### src/rtl/fifo_pkt_writer_pkg.sv
// Shared definitions for the packet writer: FSM encoding, header tag,
// default downstream depth and the header-byte builder.
package fifo_pkt_writer_pkg;

    // Writer FSM states.
    typedef enum logic [1:0] {
        IDLE       = 2'd0,
        WAIT_SPACE = 2'd1,
        PAYLOAD    = 2'd2
    } state_e;

    // Upper nibble of every header byte.
    localparam logic [3:0] HDR_TAG = 4'hA;

    // Default downstream FIFO capacity in bytes (initial credit count).
    localparam int DEPTH_DEFAULT = 8;

    // Width of the credit counter; holds 0..DEPTH.
    localparam int CRED_W = 4;

    // Header byte layout: tag, a reserved zero bit, then the payload length.
    function automatic logic [7:0] hdr_byte(input logic [2:0] len);
        return {HDR_TAG, 1'b0, len};
    endfunction

endpackage

### src/rtl/fifo_pkt_writer_if.sv
// Bus bundle for the packet writer.
// Handshakes: a transfer happens on a rising write_clk edge where valid and
// ready are both high; ready is never derived from valid, and a request not
// taken is simply not transferred.
interface fifo_pkt_writer_if;
    import fifo_pkt_writer_pkg::*;

    // Packet request channel.
    logic                pkt_valid;
    logic [2:0]          pkt_len;
    logic                pkt_ready;
    // Payload byte channel.
    logic [7:0]          src_data;
    logic                src_valid;
    logic                src_ready;
    // Downstream FIFO write port and credit return.
    logic                fifo_wr_en;
    logic [7:0]          fifo_data;
    logic                fifo_rd_ack;
    // Status.
    logic [CRED_W-1:0]   credits;
    logic                pkt_done;
    logic                err_underflow;

    // Environment side: drives requests, payload and read acks.
    modport master (
        output pkt_valid, pkt_len, src_data, src_valid, fifo_rd_ack,
        input  pkt_ready, src_ready, fifo_wr_en, fifo_data, credits,
               pkt_done, err_underflow
    );

    // Writer side.
    modport slave (
        input  pkt_valid, pkt_len, src_data, src_valid, fifo_rd_ack,
        output pkt_ready, src_ready, fifo_wr_en, fifo_data, credits,
               pkt_done, err_underflow
    );

endinterface

### src/rtl/fifo_pkt_writer_credit_cnt.sv
// Downstream free-slot counter. dec marks a write issued this cycle, inc a
// byte popped downstream. A pop while already at DEPTH with no write is a
// protocol error: it is not counted and raises a sticky flag.
module fifo_credit_cnt
    import fifo_pkt_writer_pkg::*;
#(
    parameter int DEPTH = DEPTH_DEFAULT
) (
    input  logic              write_clk,
    input  logic              reset,
    input  logic              dec,
    input  logic              inc,
    output logic [CRED_W-1:0] credits,
    output logic              err_underflow
);

    localparam logic [CRED_W-1:0] DEPTH_C = CRED_W'(DEPTH);

    logic [CRED_W-1:0] credits_q, credits_d;
    logic              err_q, err_d;

    // Next credit count and error flag.
    always_comb begin
        credits_d = credits_q;
        err_d     = err_q;
        if (inc && !dec) begin
            if (credits_q == DEPTH_C) begin
                err_d = 1'b1;
            end else begin
                credits_d = credits_q + 1'b1;
            end
        end else if (dec && !inc) begin
            credits_d = credits_q - 1'b1;
        end
    end

    // Counter and sticky error registers.
    always_ff @(posedge write_clk) begin
        if (reset) begin
            credits_q <= DEPTH_C;
            err_q     <= 1'b0;
        end else begin
            credits_q <= credits_d;
            err_q     <= err_d;
        end
    end

    assign credits       = credits_q;
    assign err_underflow = err_q;

endmodule

### src/rtl/fifo_pkt_writer.sv
// Packet writer: accepts a length request, waits until the downstream FIFO
// has room for header plus the whole payload, then emits the header byte
// followed by the payload bytes. All writes leave through a register stage.
module fifo_pkt_writer
    import fifo_pkt_writer_pkg::*;
#(
    parameter int DEPTH = DEPTH_DEFAULT
) (
    input  logic                 write_clk,
    input  logic                 reset,
    fifo_pkt_writer_if.slave     bus,
    output state_e               dbg_state
);

    state_e      state_q, state_d;
    logic [2:0]  len_q, len_d;
    logic [2:0]  cnt_q, cnt_d;
    logic        wr_en_q, wr_en_d;
    logic [7:0]  data_q, data_d;
    logic        done_q, done_d;

    logic        issue;
    logic        issue_last;
    logic [7:0]  issue_data;
    logic        pkt_ready;
    logic        src_ready;
    logic [2:0]  cnt_inc;
    logic [CRED_W-1:0] need;
    logic [CRED_W-1:0] credits;

    assign cnt_inc = cnt_q + 3'd1;
    // Header plus payload; reserving all of it up front means payload
    // writes can never run past the downstream capacity.
    assign need    = {1'b0, len_q} + {{(CRED_W-1){1'b0}}, 1'b1};

    // FSM next state, issue decision and handshake readies.
    always_comb begin
        state_d    = state_q;
        len_d      = len_q;
        cnt_d      = cnt_q;
        issue      = 1'b0;
        issue_last = 1'b0;
        issue_data = data_q;
        pkt_ready  = 1'b0;
        src_ready  = 1'b0;
        unique case (state_q)
            IDLE: begin
                pkt_ready = 1'b1;
                if (bus.pkt_valid) begin
                    len_d   = bus.pkt_len;
                    cnt_d   = 3'd0;
                    state_d = WAIT_SPACE;
                end
            end
            WAIT_SPACE: begin
                if (credits >= need) begin
                    issue      = 1'b1;
                    issue_data = hdr_byte(len_q);
                    if (len_q == 3'd0) begin
                        issue_last = 1'b1;
                        state_d    = IDLE;
                    end else begin
                        state_d    = PAYLOAD;
                    end
                end
            end
            PAYLOAD: begin
                src_ready = 1'b1;
                if (bus.src_valid) begin
                    issue      = 1'b1;
                    issue_data = bus.src_data;
                    cnt_d      = cnt_inc;
                    if (cnt_inc == len_q) begin
                        issue_last = 1'b1;
                        cnt_d      = 3'd0;
                        state_d    = IDLE;
                    end
                end
            end
            default: state_d = IDLE;
        endcase
    end

    // Output stage: a write shows up one cycle after it is issued; data
    // holds its last value between writes.
    always_comb begin
        wr_en_d = issue;
        data_d  = issue ? issue_data : data_q;
        done_d  = issue_last;
    end

    // State, packet context and output registers.
    always_ff @(posedge write_clk) begin
        if (reset) begin
            state_q <= IDLE;
            len_q   <= 3'd0;
            cnt_q   <= 3'd0;
            wr_en_q <= 1'b0;
            data_q  <= 8'h00;
            done_q  <= 1'b0;
        end else begin
            state_q <= state_d;
            len_q   <= len_d;
            cnt_q   <= cnt_d;
            wr_en_q <= wr_en_d;
            data_q  <= data_d;
            done_q  <= done_d;
        end
    end

    fifo_credit_cnt #(
        .DEPTH (DEPTH)
    ) u_credit_cnt (
        .write_clk     (write_clk),
        .reset         (reset),
        .dec           (issue),
        .inc           (bus.fifo_rd_ack),
        .credits       (credits),
        .err_underflow (bus.err_underflow)
    );

    assign bus.pkt_ready  = pkt_ready;
    assign bus.src_ready  = src_ready;
    assign bus.fifo_wr_en = wr_en_q;
    assign bus.fifo_data  = data_q;
    assign bus.pkt_done   = done_q;
    assign bus.credits    = credits;
    assign dbg_state      = state_q;

endmodule

### src/flat_wrapper.sv
// flat-port wrapper written by rule: the top's interface ports become plain ports
module fifo_pkt_writer_flat import fifo_pkt_writer_pkg::*;
#(
    parameter int DEPTH = DEPTH_DEFAULT
)
  (write_clk, reset, dbg_state, bus_pkt_valid, bus_pkt_len, bus_src_data, bus_src_valid, bus_fifo_rd_ack, bus_pkt_ready, bus_src_ready, bus_fifo_wr_en, bus_fifo_data, bus_credits, bus_pkt_done, bus_err_underflow);
  fifo_pkt_writer_if bus_i ();
  input  logic write_clk;
  input  logic reset;
  output state_e dbg_state;
  input wire logic [$bits(bus_i.pkt_valid)-1:0] bus_pkt_valid;
  input wire logic [$bits(bus_i.pkt_len)-1:0] bus_pkt_len;
  input wire logic [$bits(bus_i.src_data)-1:0] bus_src_data;
  input wire logic [$bits(bus_i.src_valid)-1:0] bus_src_valid;
  input wire logic [$bits(bus_i.fifo_rd_ack)-1:0] bus_fifo_rd_ack;
  output wire logic [$bits(bus_i.pkt_ready)-1:0] bus_pkt_ready;
  output wire logic [$bits(bus_i.src_ready)-1:0] bus_src_ready;
  output wire logic [$bits(bus_i.fifo_wr_en)-1:0] bus_fifo_wr_en;
  output wire logic [$bits(bus_i.fifo_data)-1:0] bus_fifo_data;
  output wire logic [$bits(bus_i.credits)-1:0] bus_credits;
  output wire logic [$bits(bus_i.pkt_done)-1:0] bus_pkt_done;
  output wire logic [$bits(bus_i.err_underflow)-1:0] bus_err_underflow;
  assign bus_i.pkt_valid = bus_pkt_valid;
  assign bus_i.pkt_len = bus_pkt_len;
  assign bus_i.src_data = bus_src_data;
  assign bus_i.src_valid = bus_src_valid;
  assign bus_i.fifo_rd_ack = bus_fifo_rd_ack;
  assign bus_pkt_ready = bus_i.pkt_ready;
  assign bus_src_ready = bus_i.src_ready;
  assign bus_fifo_wr_en = bus_i.fifo_wr_en;
  assign bus_fifo_data = bus_i.fifo_data;
  assign bus_credits = bus_i.credits;
  assign bus_pkt_done = bus_i.pkt_done;
  assign bus_err_underflow = bus_i.err_underflow;
  fifo_pkt_writer #(.DEPTH(DEPTH)) u_core (.write_clk(write_clk), .reset(reset), .bus(bus_i), .dbg_state(dbg_state));
endmodule
### config.mk
export PLATFORM = sky130hd
export DESIGN_NAME = fifo_pkt_writer_flat
export DESIGN_NICKNAME = d
export VERILOG_FILES = /design/src/rtl/fifo_pkt_writer_pkg.sv /design/src/rtl/fifo_pkt_writer_if.sv /design/src/rtl/fifo_pkt_writer_credit_cnt.sv /design/src/rtl/fifo_pkt_writer.sv /design/src/flat_wrapper.sv
export SDC_FILE = /design/constraint.sdc
export NUM_CORES = 1
export LEC_CHECK = 0
export CORE_ASPECT_RATIO = 1.75
export CORE_UTILIZATION = 52
export CTS_CLUSTER_SIZE = 16
export DETAILED_ROUTE_END_ITERATION = 6
export PLACE_DENSITY = 0.84
export SYNTH_ARGS = -nofsm -noshare
export SYNTH_HDL_FRONTEND = slang
export SYNTH_SLANG_ARGS = --single-unit
### constraint.sdc
create_clock -name write_clk -period 7.05 [get_ports write_clk]
set_clock_uncertainty 0.2 [all_clocks]
set_input_delay 0.705 -clock write_clk [delete_from_list [all_inputs] [get_ports write_clk]]
set_output_delay 0.705 -clock write_clk [all_outputs]
set_load 0.05 [all_outputs]
==> impl_results.md, run 1 <==
- Worst EP required: roughly 7.1 ns
- Setup Buffers After CTS: 0
- Largest cells by area after synthesis: dfxtp_1, ha_1, a21oi_1
- Die Wd: about 40 µm
- Final setup viols: 0
- R2R Setup Slk: ~3.7 ns
- Ratio of cells with drive above 1 in the final layout: between 4 and 5%
- DR iter-0 viols: 29
- Setup CP Type: flop to flop
- Clock Latency Late Sink: approximately 0.26 ns
- Vias in the first global route: 1,253
- DRC viols: 0
- Worst path top cell family by delay: adder cells
- Crit-path max FO: 5
- Final slew viol count: 0
- Yosys top cell by area: dfxtp_1
- Core Area: between 2000 and 2500 µm²
- Run status: finished, final reports clean
- Net Count, Synth: ~190
- R2r startpoint: u_core.len_q[0]$_SDFFE_PP0P_
- RSZ-0062 raised after global routing: false
- Initial antenna violation count: 0
- Crit-path cells: inv_1, ha_1, inv_1, ha_1, nor3b_1, o21a_1, or2_1, nand2_1, ha_1, a21o_1, a21oi_1, nor2b_1, mux2i_1, mux2i_1
- Post-Syn Instances: 158
- Routability Congestion: between 0.8 and 0.9
- Post-synth EDFFs: 0
- Mapped cell area: about 1400 µm²
- Root buf cell: clkbuf_8
- Max Fclk: ~300 MHz
- Leakage: 0.663 nW
- Period minus WS final: between 3 and 4 ns
- Sink Count: 23
- Crit-path max cell delay: 0.42 ns
- Max cap viols: 0
- Hold Buf Count CTS: 0
- Grt total ovfl: 0
- Slowest-stage cell, CP: dfxtp_1
- Min-delay src: u_core.bus.fifo_data[6]$_SDFFE_PP0P_
- Post-route insts no fill: between 200 and 250
- Worst-Margin Slew: between 0.8 and 0.9 ns
- Clk slew on worst S/H paths: 0.09 ns
- Antenna Nets Post-Route: 0
- CP bufs+invs: 2
- Hold path depth: 2
- Number of port buffers: 34
- Num CTS Buffers: 3
- CP Launch Type: flop
- Initial core utilization: approximately 55%
- Power per Cell Area: between 300 and 400 nW/µm²
- CP most frequent cell: ha_1
- Row count: 24
- Drt wl/cell: roughly 15 µm
- Reg-to-Reg End: u_core.u_credit_cnt.credits[3]$_SDFFE_PP1P_
- First-pass GRT wire length: between 5000 and 6000 µm
- Hold slack: 0.258 ns
- Commonest cells in the synthesized netlist: dfxtp_1, a21oi_1, nand2_1, nor2_1, ha_1
- Vias: between 1k and 1.5k
- Largest net degree at the start of global routing: 24
- First-pass iteration count of the detailed router: 4
- Max H-tree Level: 1
- Die Y: about 70 µm
- Slew headroom: 45.8%
- Clock Tree Buf Depth: 2
- Area growth from synthesis to layout: 27.9%
- Vias per std cell: between 5 and 6
- Reg2reg path depth: 14
- Placed Instances: between 200 and 250
- Warnings from Yosys: 0
- Post-synth top area share: approximately 34%
- Number of nets in the layout: 221
- Predominant post-synthesis flop cell: dfxtp_1
- Worst EP arrival: ~3.3 ns
- Fin crit share: a little under half
- Die ar.: ~2900 µm²
- # IOs: 35
- Total track usage: 24.3%
- Hold Path End: u_core.bus.fifo_data[6]$_SDFFE_PP0P_
- DP Worst Slack: 3.66 ns
- Flops & latches, synth: 23
- CP endpoint kind: flop
- Seq/Total Area, Yosys: 33.6%
- TNS Setup: 0 ns
- Final WS setup: 3.74 ns
- CTS tree: done
- Distinct cells, synth: 40
- Most numerous cell in the Yosys netlist: dfxtp_1
- Hold Crit Class: flop to flop
- Syn avg cell area: just under 9 µm²
- Resized cells post-CTS: 0
- Post-layout util: a little over two thirds
- Post-DP HPWL: roughly 2400 µm
- Final hold vios: 0
- Maximum VDD drop: approximately 230 µV
- Number of diodes: 0
- FFs w/ async S/R, synth: 0%
- Routed wire length: 3150 µm
==> worst max path at each step <==
stage	start	endpoint	cells after the start
final	u_core.len_q[0]$_SDFFE_PP0P_	u_core.u_credit_cnt.credits[3]$_SDFFE_PP1P_	14
after global placement	bus_src_valid	u_core.u_credit_cnt.credits[3]$_SDFFE_PP1P_	11
after global routing	u_core.len_q[0]$_SDFFE_PP0P_	u_core.u_credit_cnt.credits[3]$_SDFFE_PP1P_	14
after detailed placement	bus_src_valid	u_core.u_credit_cnt.credits[3]$_SDFFE_PP1P_	11
after CTS	u_core.len_q[0]$_SDFFE_PP0P_	u_core.u_credit_cnt.credits[3]$_SDFFE_PP1P_	14
after floorplan	u_core.dbg_state[0]$_SDFFE_PP0P_	u_core.u_credit_cnt.credits[3]$_SDFFE_PP1P_	13
==> cell usage in the layout (no fill, tap or decap), types with 7 or more instances in the layout <==
cell	Yosys	layout
o21ai_0	7	7
dfxtp_1	23	23
nor3_1	9	9
clkdlybuf4s50_1	0	34
nor2_1	13	13
ha_1	12	12
nand3_1	9	9
inv_1	7	7
a21oi_1	13	13
nand2_1	13	13
==> flip-flops by register name (all words and copies together) (netlist names) <==
name	count
u_core.len_q	3
u_core.dbg_state	2
u_core.u_credit_cnt.err_underflow	1
u_core.cnt_q	3
u_core.bus.fifo_data	8
u_core.bus.pkt_done	1
u_core.bus.fifo_wr_en	1
u_core.u_credit_cnt.credits	4
==> layout make-up <==
class | instances | area [µm²]
multi-input cells | 123 | 846
fillers | 215 | 741
flip-flops and latches | 23 | 460
repair buffers | 34 | 340
clock buffers | 3 | 41.3
well taps | 26 | 32.5
inverters | 7 | 26.3
clock inverters | 1 | 5.00
==> worst min-delay path: cells and delay by family (launching register included) <==
| family | cells | cell delay (ns) |
|---|---|---|
| AO/OA/AOI/OAI | 1 | 0.05 |
| AND/OR/NAND/NOR | 1 | 0.05 |
| flip-flops | 1 | 0.32 |
==> logic make-up after synthesis <==
kind of cell / Yosys count / synth area share [%]
flip-flops: 23 / 33.6
buffers and inverters: 12 / 4.66
AO/OA/AOI/OAI: 38 / 18.2
AND/OR/NAND/NOR: 61 / 22.4
adder cells (fa/ha/maj): 13 / 12.4
multiplexers: 6 / 4.38
XOR/XNOR: 5 / 4.38
==> metal layers <==
| layer | vias to the layer above | wire length, µm | global-route usage, % |
|---|---|---|---|
| li1 | 627 | - | - |
| met1 | 597 | 1260 | 25.5 |
| met2 | 16 | 1790 | 44.3 |
| met3 | 2 | 73 | 3.17 |
| met4 | 0 | 26 | 8.15 |
| met5 | - | 0 | 0 |
==> stage by stage <==
stage / total power [mW] / instance area [µm²]
4_1_cts: 0.557 / 1750
2_1_floorplan: 0.390 / 1370
6_report: 0.555 / 1750
3_5_place_dp: 0.473 / 1710
3_3_place_gp: 0.464 / 1710
5_1_grt: 0.588 / 1750
==> where the power goes <==
group	switching [mW]	leakage, nW	internal (mW)
clock network	0.0451	0.0255	0.0395
registers	0.0257	0.187	0.151
logic	0.179	0.451	0.115
total	0.250	0.663	0.305
Note: power is estimated with default switching activity, not from simulation.
==> inputs of run 2 (changes only) <==
--- a/config.mk
+++ b/config.mk
@@ -6,10 +6,10 @@
 export NUM_CORES = 1
 export LEC_CHECK = 0
 export CORE_ASPECT_RATIO = 1.75
-export CORE_UTILIZATION = 52
+export CORE_UTILIZATION = 44
 export CTS_CLUSTER_SIZE = 16
 export DETAILED_ROUTE_END_ITERATION = 6
-export PLACE_DENSITY = 0.84
+export PLACE_DENSITY = 0.76
 export SYNTH_ARGS = -nofsm -noshare
 export SYNTH_HDL_FRONTEND = slang
 export SYNTH_SLANG_ARGS = --single-unit
==> constraint.sdc (replaced) <==
create_clock -name write_clk -period 2.8 [get_ports write_clk]
set_clock_uncertainty 0.2 [all_clocks]
set_input_delay 0.28 -clock write_clk [delete_from_list [all_inputs] [get_ports write_clk]]
set_output_delay 0.28 -clock write_clk [all_outputs]
set_load 0.05 [all_outputs]
==> run 2 against run 1 <==
Net effect: combinational power grew to 2.8 times the previous value; total power grew to 2.7 times the previous value; critical endpoint unchanged; fmax is 19% higher; register-to-register slack worse by 3.7 ns; utilization is 3.7 points lower; critical path depth stayed put; clock power is 150% higher; critical path type unchanged; flip-flop and latch count stayed put; via count is 3.8% higher; design area is 11% higher; global-route usage is 2.2 points lower; sequential share of layout area is 1.7 points lower.
==> impl_results.md, run 2 (synthesis results as in run 1) <==
- Commonest non-fill, non-tap cell in the layout: clkdlybuf4s50_1
- Period minus WS final: 2.78 ns
- Max H-tree Level: 1
- Row count: 26
- Most frequent cells in the layout: clkdlybuf4s50_1, dfxtp_1, nor2_1, a21oi_1, nand2_1
- CP bufs+invs: 2
- Antenna Nets Post-Route: 0
- Total track usage: 22.2%
- Ratio of cells with drive above 1 in the final layout: between 20% and 30%
- Post-DP HPWL: 2540 µm
- Largest net degree at the start of global routing: 24
- Final setup viols: 0
- Post-layout util: between 60% and 70%
- Max cap viols: 0
- R2R Setup Slk: 0.02 ns
- Worst-Margin Slew: between 0.8 and 0.9 ns
- Clock Tree Buf Depth: 2
- Die Y: 75.8 µm
- Drt wl/cell: about 15 µm
- CP endpoint kind: flop
- Leakage: 0.722 nW
- CTS tree: done
- Hold Path End: u_core.bus.fifo_data[3]$_SDFFE_PP0P_
- Initial core utilization: roughly 47%
- Post-route insts no fill: about 230
- Fillers: around 250
- Routability Congestion: approximately 0.76
- Power per Cell Area: 773 nW/µm²
- Hold path depth: 2
- Worst path top cell family by delay: adder cells
- Max reg flops: 8
- First-pass GRT wire length: 5470 µm
- Die Wd: 44.2 µm
- Multi-input logic area: roughly 950 µm²
- # IOs: 35
- Run status: finished, final reports clean
- Max Fclk: approximately 360 MHz
- Final slew viol count: 0
- Register area: ~480 µm²
- R2r startpoint: u_core.len_q[0]$_SDFFE_PP0P_
- Worst EP required: around 2.8 ns
- Crit-path max FO: 4
- DRC viols: 0
- RSZ-0062 raised after global routing: true
- CP Launch Type: flop
- Maximum VDD drop: 702 µV
- Clk slew on worst S/H paths: ~0.09 ns
- Crit-path cells: inv_4, ha_4, inv_2, ha_4, o211ai_1, o21a_1, or2_1, nand2_2, ha_4, a21o_1, a21oi_2, nor2b_1, mux2i_1, mux2i_1
- Grt total ovfl: 0
- Final hold vios: 0
- Vias: roughly 1.3k
- Slowest-stage cell, CP: dfxtp_4
- Crit-path max cell delay: between 0.3 and 0.4 ns
- Reg2reg path depth: 14
- Slew headroom: between 40% and 50%
- Area growth from synthesis to layout: 42.4%
- Finished Cell Area: slightly below 2000 µm²
- Reg-to-Reg End: u_core.u_credit_cnt.credits[3]$_SDFFE_PP1P_
- Min-delay src: u_core.bus.fifo_data[3]$_SDFFE_PP0P_
- Sink Count: 23
- Vias per std cell: approximately 5.6
- Number of nets in the layout: around 230
- CP most frequent cell: ha_4
- Vias in the first global route: ~1.3k
- Initial antenna violation count: 0
- Routed wire length: 3470 µm
- Die ar.: 3350 µm²
- Clock Latency Late Sink: roughly 0.27 ns
- First-pass iteration count of the detailed router: 6
- Num CTS Buffers: 3
- DR iter-0 viols: 22
- Core Area: roughly 2900 µm²
- Fin crit share: between 90% and 100%
- Root buf cell: clkbuf_8
- Placed cell areas: around 1800 µm²
- Worst EP arrival: ~2.8 ns
- Placed Instances: 220
- Number of port buffers: 34
- TNS Setup: 0 ns
- Hold Crit Class: flop to flop
- Number of diodes: 0
- Setup CP Type: flop to flop
run 2: routing by layer:
layer  global-route usage [%]  share of wire, %  vias up
met4                     13.5               2.4        0
met3                     3.32               2.5        9
met1                     21.6                38      609
met5                        0                 0        -
met2                     42.3                57       24
li1                         -                 -      647
run 2: worst reg2reg max path, cell delays in order, from the launching register on:
cell      delay (ns)
dfxtp_4         0.39
inv_4           0.05
ha_4            0.25
inv_2           0.04
ha_4            0.24
o211ai_1        0.09
o21a_1          0.21
or2_1           0.24
nand2_2         0.12
ha_4            0.21
a21o_1          0.16
a21oi_2         0.13
nor2b_1         0.06
mux2i_1         0.16
mux2i_1         0.18
run 2: worst max path at each step:
stage	depth (start not counted)	endpoint	slack (ns)	start
2_1_floorplan	14	u_core.u_credit_cnt.credits[3]$_SDFFE_PP1P_	0.003	u_core.len_q[0]$_SDFFE_PP0P_
3_3_place_gp	14	u_core.u_credit_cnt.credits[3]$_SDFFE_PP1P_	0.05	u_core.len_q[0]$_SDFFE_PP0P_
3_5_place_dp	14	u_core.u_credit_cnt.credits[3]$_SDFFE_PP1P_	-0.06	u_core.len_q[0]$_SDFFE_PP0P_
4_1_cts	14	u_core.u_credit_cnt.credits[3]$_SDFFE_PP1P_	-0.004	u_core.len_q[0]$_SDFFE_PP0P_
5_1_grt	14	u_core.u_credit_cnt.credits[3]$_SDFFE_PP1P_	-0.15	u_core.len_q[0]$_SDFFE_PP0P_
6_report	14	u_core.u_credit_cnt.credits[3]$_SDFFE_PP1P_	0.02	u_core.len_q[0]$_SDFFE_PP0P_
run 2: per-stage QoR:
step | setup slack [ns] | hold WS, ns | power [mW]
2_1_floorplan | 0.00294 | 0.220 | 1.01
3_3_place_gp | 0.0488 | 0.241 | 1.21
3_5_place_dp | -0.0608 | 0.252 | 1.23
4_1_cts | -0.00431 | 0.263 | 1.49
5_1_grt | -0.149 | 0.300 | 1.60
6_report | 0.0236 | 0.262 | 1.51
run 2: report_power, final:
part           switching [mW]  internal (mW)  leakage, nW
sequential             0.0756          0.390        0.190
clock                   0.112         0.0996       0.0255
combinational           0.477          0.354        0.506
run 2: what timing repair did:
| item | 4_1_cts | 5_1_grt |
|---|---|---|
| setup buffers | 4 | 1 |
| resized for setup | 10 | 5 |
| hold buffers | 0 | 0 |
| hold endpoints to repair | 0 | 0 |
| gates cloned | 0 | 0 |
| setup endpoints to repair | 1 | 10 |
| pin swaps | 8 | 9 |
run 2: cell type report:
cell class	count	area share (%)
Clock buffer	3	2.12
Sequential cell	23	24.6
Inverter	7	1.48
Timing Repair Buffer	44	21.3
Tap cell	28	1.80
Clock inverter	1	0.257
Multi-Input combinational cell	123	48.5
==> inputs of run 3 (changes only) <==
--- a/config.mk
+++ b/config.mk
@@ -6,6 +6,7 @@
 export NUM_CORES = 1
 export LEC_CHECK = 0
 export CORE_ASPECT_RATIO = 1.75
+export CORE_MARGIN = 8
 export CORE_UTILIZATION = 44
 export CTS_CLUSTER_SIZE = 16
 export DETAILED_ROUTE_END_ITERATION = 6
==> run 3 against run 2 <==
Net effect: the run now ends with negative setup slack left; flip-flop and latch count unchanged; critical path depth unchanged; global-route usage decreased by 6.7 points; combinational power increased by 7.0%; critical endpoint unchanged; largest cell class unchanged; highest routed layer unchanged.
==> impl_results.md, run 3 (synthesis results as in run 1) <==
- Grt met3 use: 3.00%
- Most frequent cells in the layout: clkdlybuf4s50_1, dfxtp_1, nor2_1
- Final Total Pwr: around 1.6 mW
- Largest net degree at the start of global routing: 24
- CP bufs+invs: 2
- Fin crit share: 101%
- Met2 Resource Use GR: slightly below 30%
- Final hold vios: 0
- Sink Count: 23
- Initial core utilization: between 40% and 50%
- Hold Crit Class: flop to flop
- Slew headroom: approximately 43%
- Multi-input logic area: 987 µm²
- Final slew viol count: 0
- Drt wl/cell: 15.8 µm
- DRC viols: 0
- Gr busiest metal: met2
- CP endpoint kind: flop
- Max reg flops: 8
- Total track usage: approximately 16%
- CP most frequent cell: ha_4
- Initial antenna violation count: 0
- DR iter-0 viols: 40
- Hold slack: around 0.27 ns
- Final WS setup: -0.0159 ns
- Crit-path max FO: 4
- Row count: 27
- Worst EP required: between 2 and 3 ns
- Ratio of cells with drive above 1 in the final layout: around 23%
- First-pass GRT wire length: 6510 µm
- Crit-path max cell delay: approximately 0.4 ns
- CP Launch Type: flop
- Vias in the first global route: approximately 1.4k
- Max cap viols: 0
- Die Y: around 90 µm
- Num CTS Buffers: 3
- RSZ-0062 raised after global routing: true
- Root buf cell: clkbuf_8
- Power per Cell Area: between 700 and 800 nW/µm²
- Period minus WS final: between 2 and 3 ns
- Die Wd: between 50 and 60 µm
- Register area: about 480 µm²
- Vias: between 1k and 1.5k
- DP Worst Slack: -0.0878 ns
- Setup CP Type: flop to flop
- Number of diodes: 0
- Met1 usage: around 15%
- Maximum VDD drop: 691 µV
- Area growth from synthesis to layout: 48.9%
- Vias per std cell: 5.34
- Number of nets in the layout: approximately 230
- Clk slew on worst S/H paths: approximately 0.080 ns
- Number of port buffers: 34
- Routability Congestion: 0.835
- CTS tree: done
- Die ar.: between 5000 and 6000 µm²
- # IOs: 35
- Clock Tree Buf Depth: 2
- Crit-path cells: inv_4, ha_4, inv_2, ha_4, o211ai_1, o21a_1, or2_1, nand2_2, ha_4, a21o_1, a21oi_2, nor2b_1, mux2i_1, mux2i_1
- First-pass iteration count of the detailed router: 4
- Placed Instances: 235
- Hold Buf Count CTS: 0
- Core Area: 3070 µm²
- Grt total ovfl: 0
- Clock Latency Late Sink: between 0.2 and 0.3 ns
- Final setup viols: 1
- Slowest-stage cell, CP: dfxtp_4
- Fillers: 235
- Worst-Margin Slew: 0.857 ns
- Commonest non-fill, non-tap cell in the layout: clkdlybuf4s50_1
- Failing checks: negative setup slack
- Leakage: roughly 0.74 nW
- Routed wire length: 3890 µm
- Worst EP arrival: between 2 and 3 ns
- Antenna Nets Post-Route: 0
- Max Fclk: roughly 360 MHz
- Post-route insts no fill: 247
- Post-DP HPWL: about 2800 µm
- Worst path top cell family by delay: adder cells
- Max H-tree Level: 1
- Run status: finished, violations left
run 3: changes by cell type in the layout (fill, tap and decap cells not counted), sizes merged:
| cell | delta |
|---|---|
| clkbuf | +1 |
| clkinv | -1 |
| buf | +3 |
run 3: cell type report:
class	count	area share, %
Clock buffer	4	2.21
Timing Repair Buffer	47	21.7
Tap cell	43	2.64
Multi-Input combinational cell	123	48.4
Inverter	7	1.53
Sequential cell	23	23.6
run 3: report_power, final:
| group | leakage, nW | switching, mW | internal, mW |
|---|---|---|---|
| Sequential | 0.191 | 0.0807 | 0.390 |
| Clock | 0.0228 | 0.106 | 0.102 |
| Combinational | 0.525 | 0.503 | 0.386 |
run 3: stage by stage:
step	setup TNS, ns	utilization [%]	cell area (µm²)
global route	-0.405	66.3	2040
finish	-0.0159	66.3	2040
detailed placement	-0.143	58.4	1800
floorplan	0	-	1400
global placement	0	58.4	1800
CTS	-0.0205	63.1	1940
run 3: routing by layer:
| metal | routed length (µm) | vias up |
|---|---|---|
| li1 | - | 655 |
| met4 | 90 | 0 |
| met1 | 1410 | 619 |
| met5 | 0 | - |
| met3 | 141 | 9 |
| met2 | 2250 | 37 |
run 3: worst reg2reg max path, stage by stage (launching register included):
cell	delay [ns]
dfxtp_4	0.40
inv_4	0.05
ha_4	0.25
inv_2	0.04
ha_4	0.25
o211ai_1	0.09
o21a_1	0.21
or2_1	0.24
nand2_2	0.12
ha_4	0.21
a21o_1	0.15
a21oi_2	0.12
nor2b_1	0.05
mux2i_1	0.17
mux2i_1	0.19
run 3: path summary, 6_finish.rpt:
path / startpoint / endpoint / slack, ns / cells after the start
setup reg to reg: u_core.len_q[0]$_SDFFE_PP0P_ / u_core.u_credit_cnt.credits[3]$_SDFFE_PP1P_ / -0.02 / 14
hold / removal: u_core.bus.fifo_data[4]$_SDFFE_PP0P_ / u_core.bus.fifo_data[4]$_SDFFE_PP0P_ / 0.27 / 2
setup / recovery: u_core.len_q[0]$_SDFFE_PP0P_ / u_core.u_credit_cnt.credits[3]$_SDFFE_PP1P_ / -0.02 / 14
hold reg to reg: u_core.bus.fifo_data[4]$_SDFFE_PP0P_ / u_core.bus.fifo_data[4]$_SDFFE_PP0P_ / 0.27 / 2
run 3: repair_timing:
action                                  4_1_cts  5_1_grt
resized for setup                            12       12
buffers inserted                              3        5
pin swaps                                     5        9
endpoints found under the setup margin        3        4
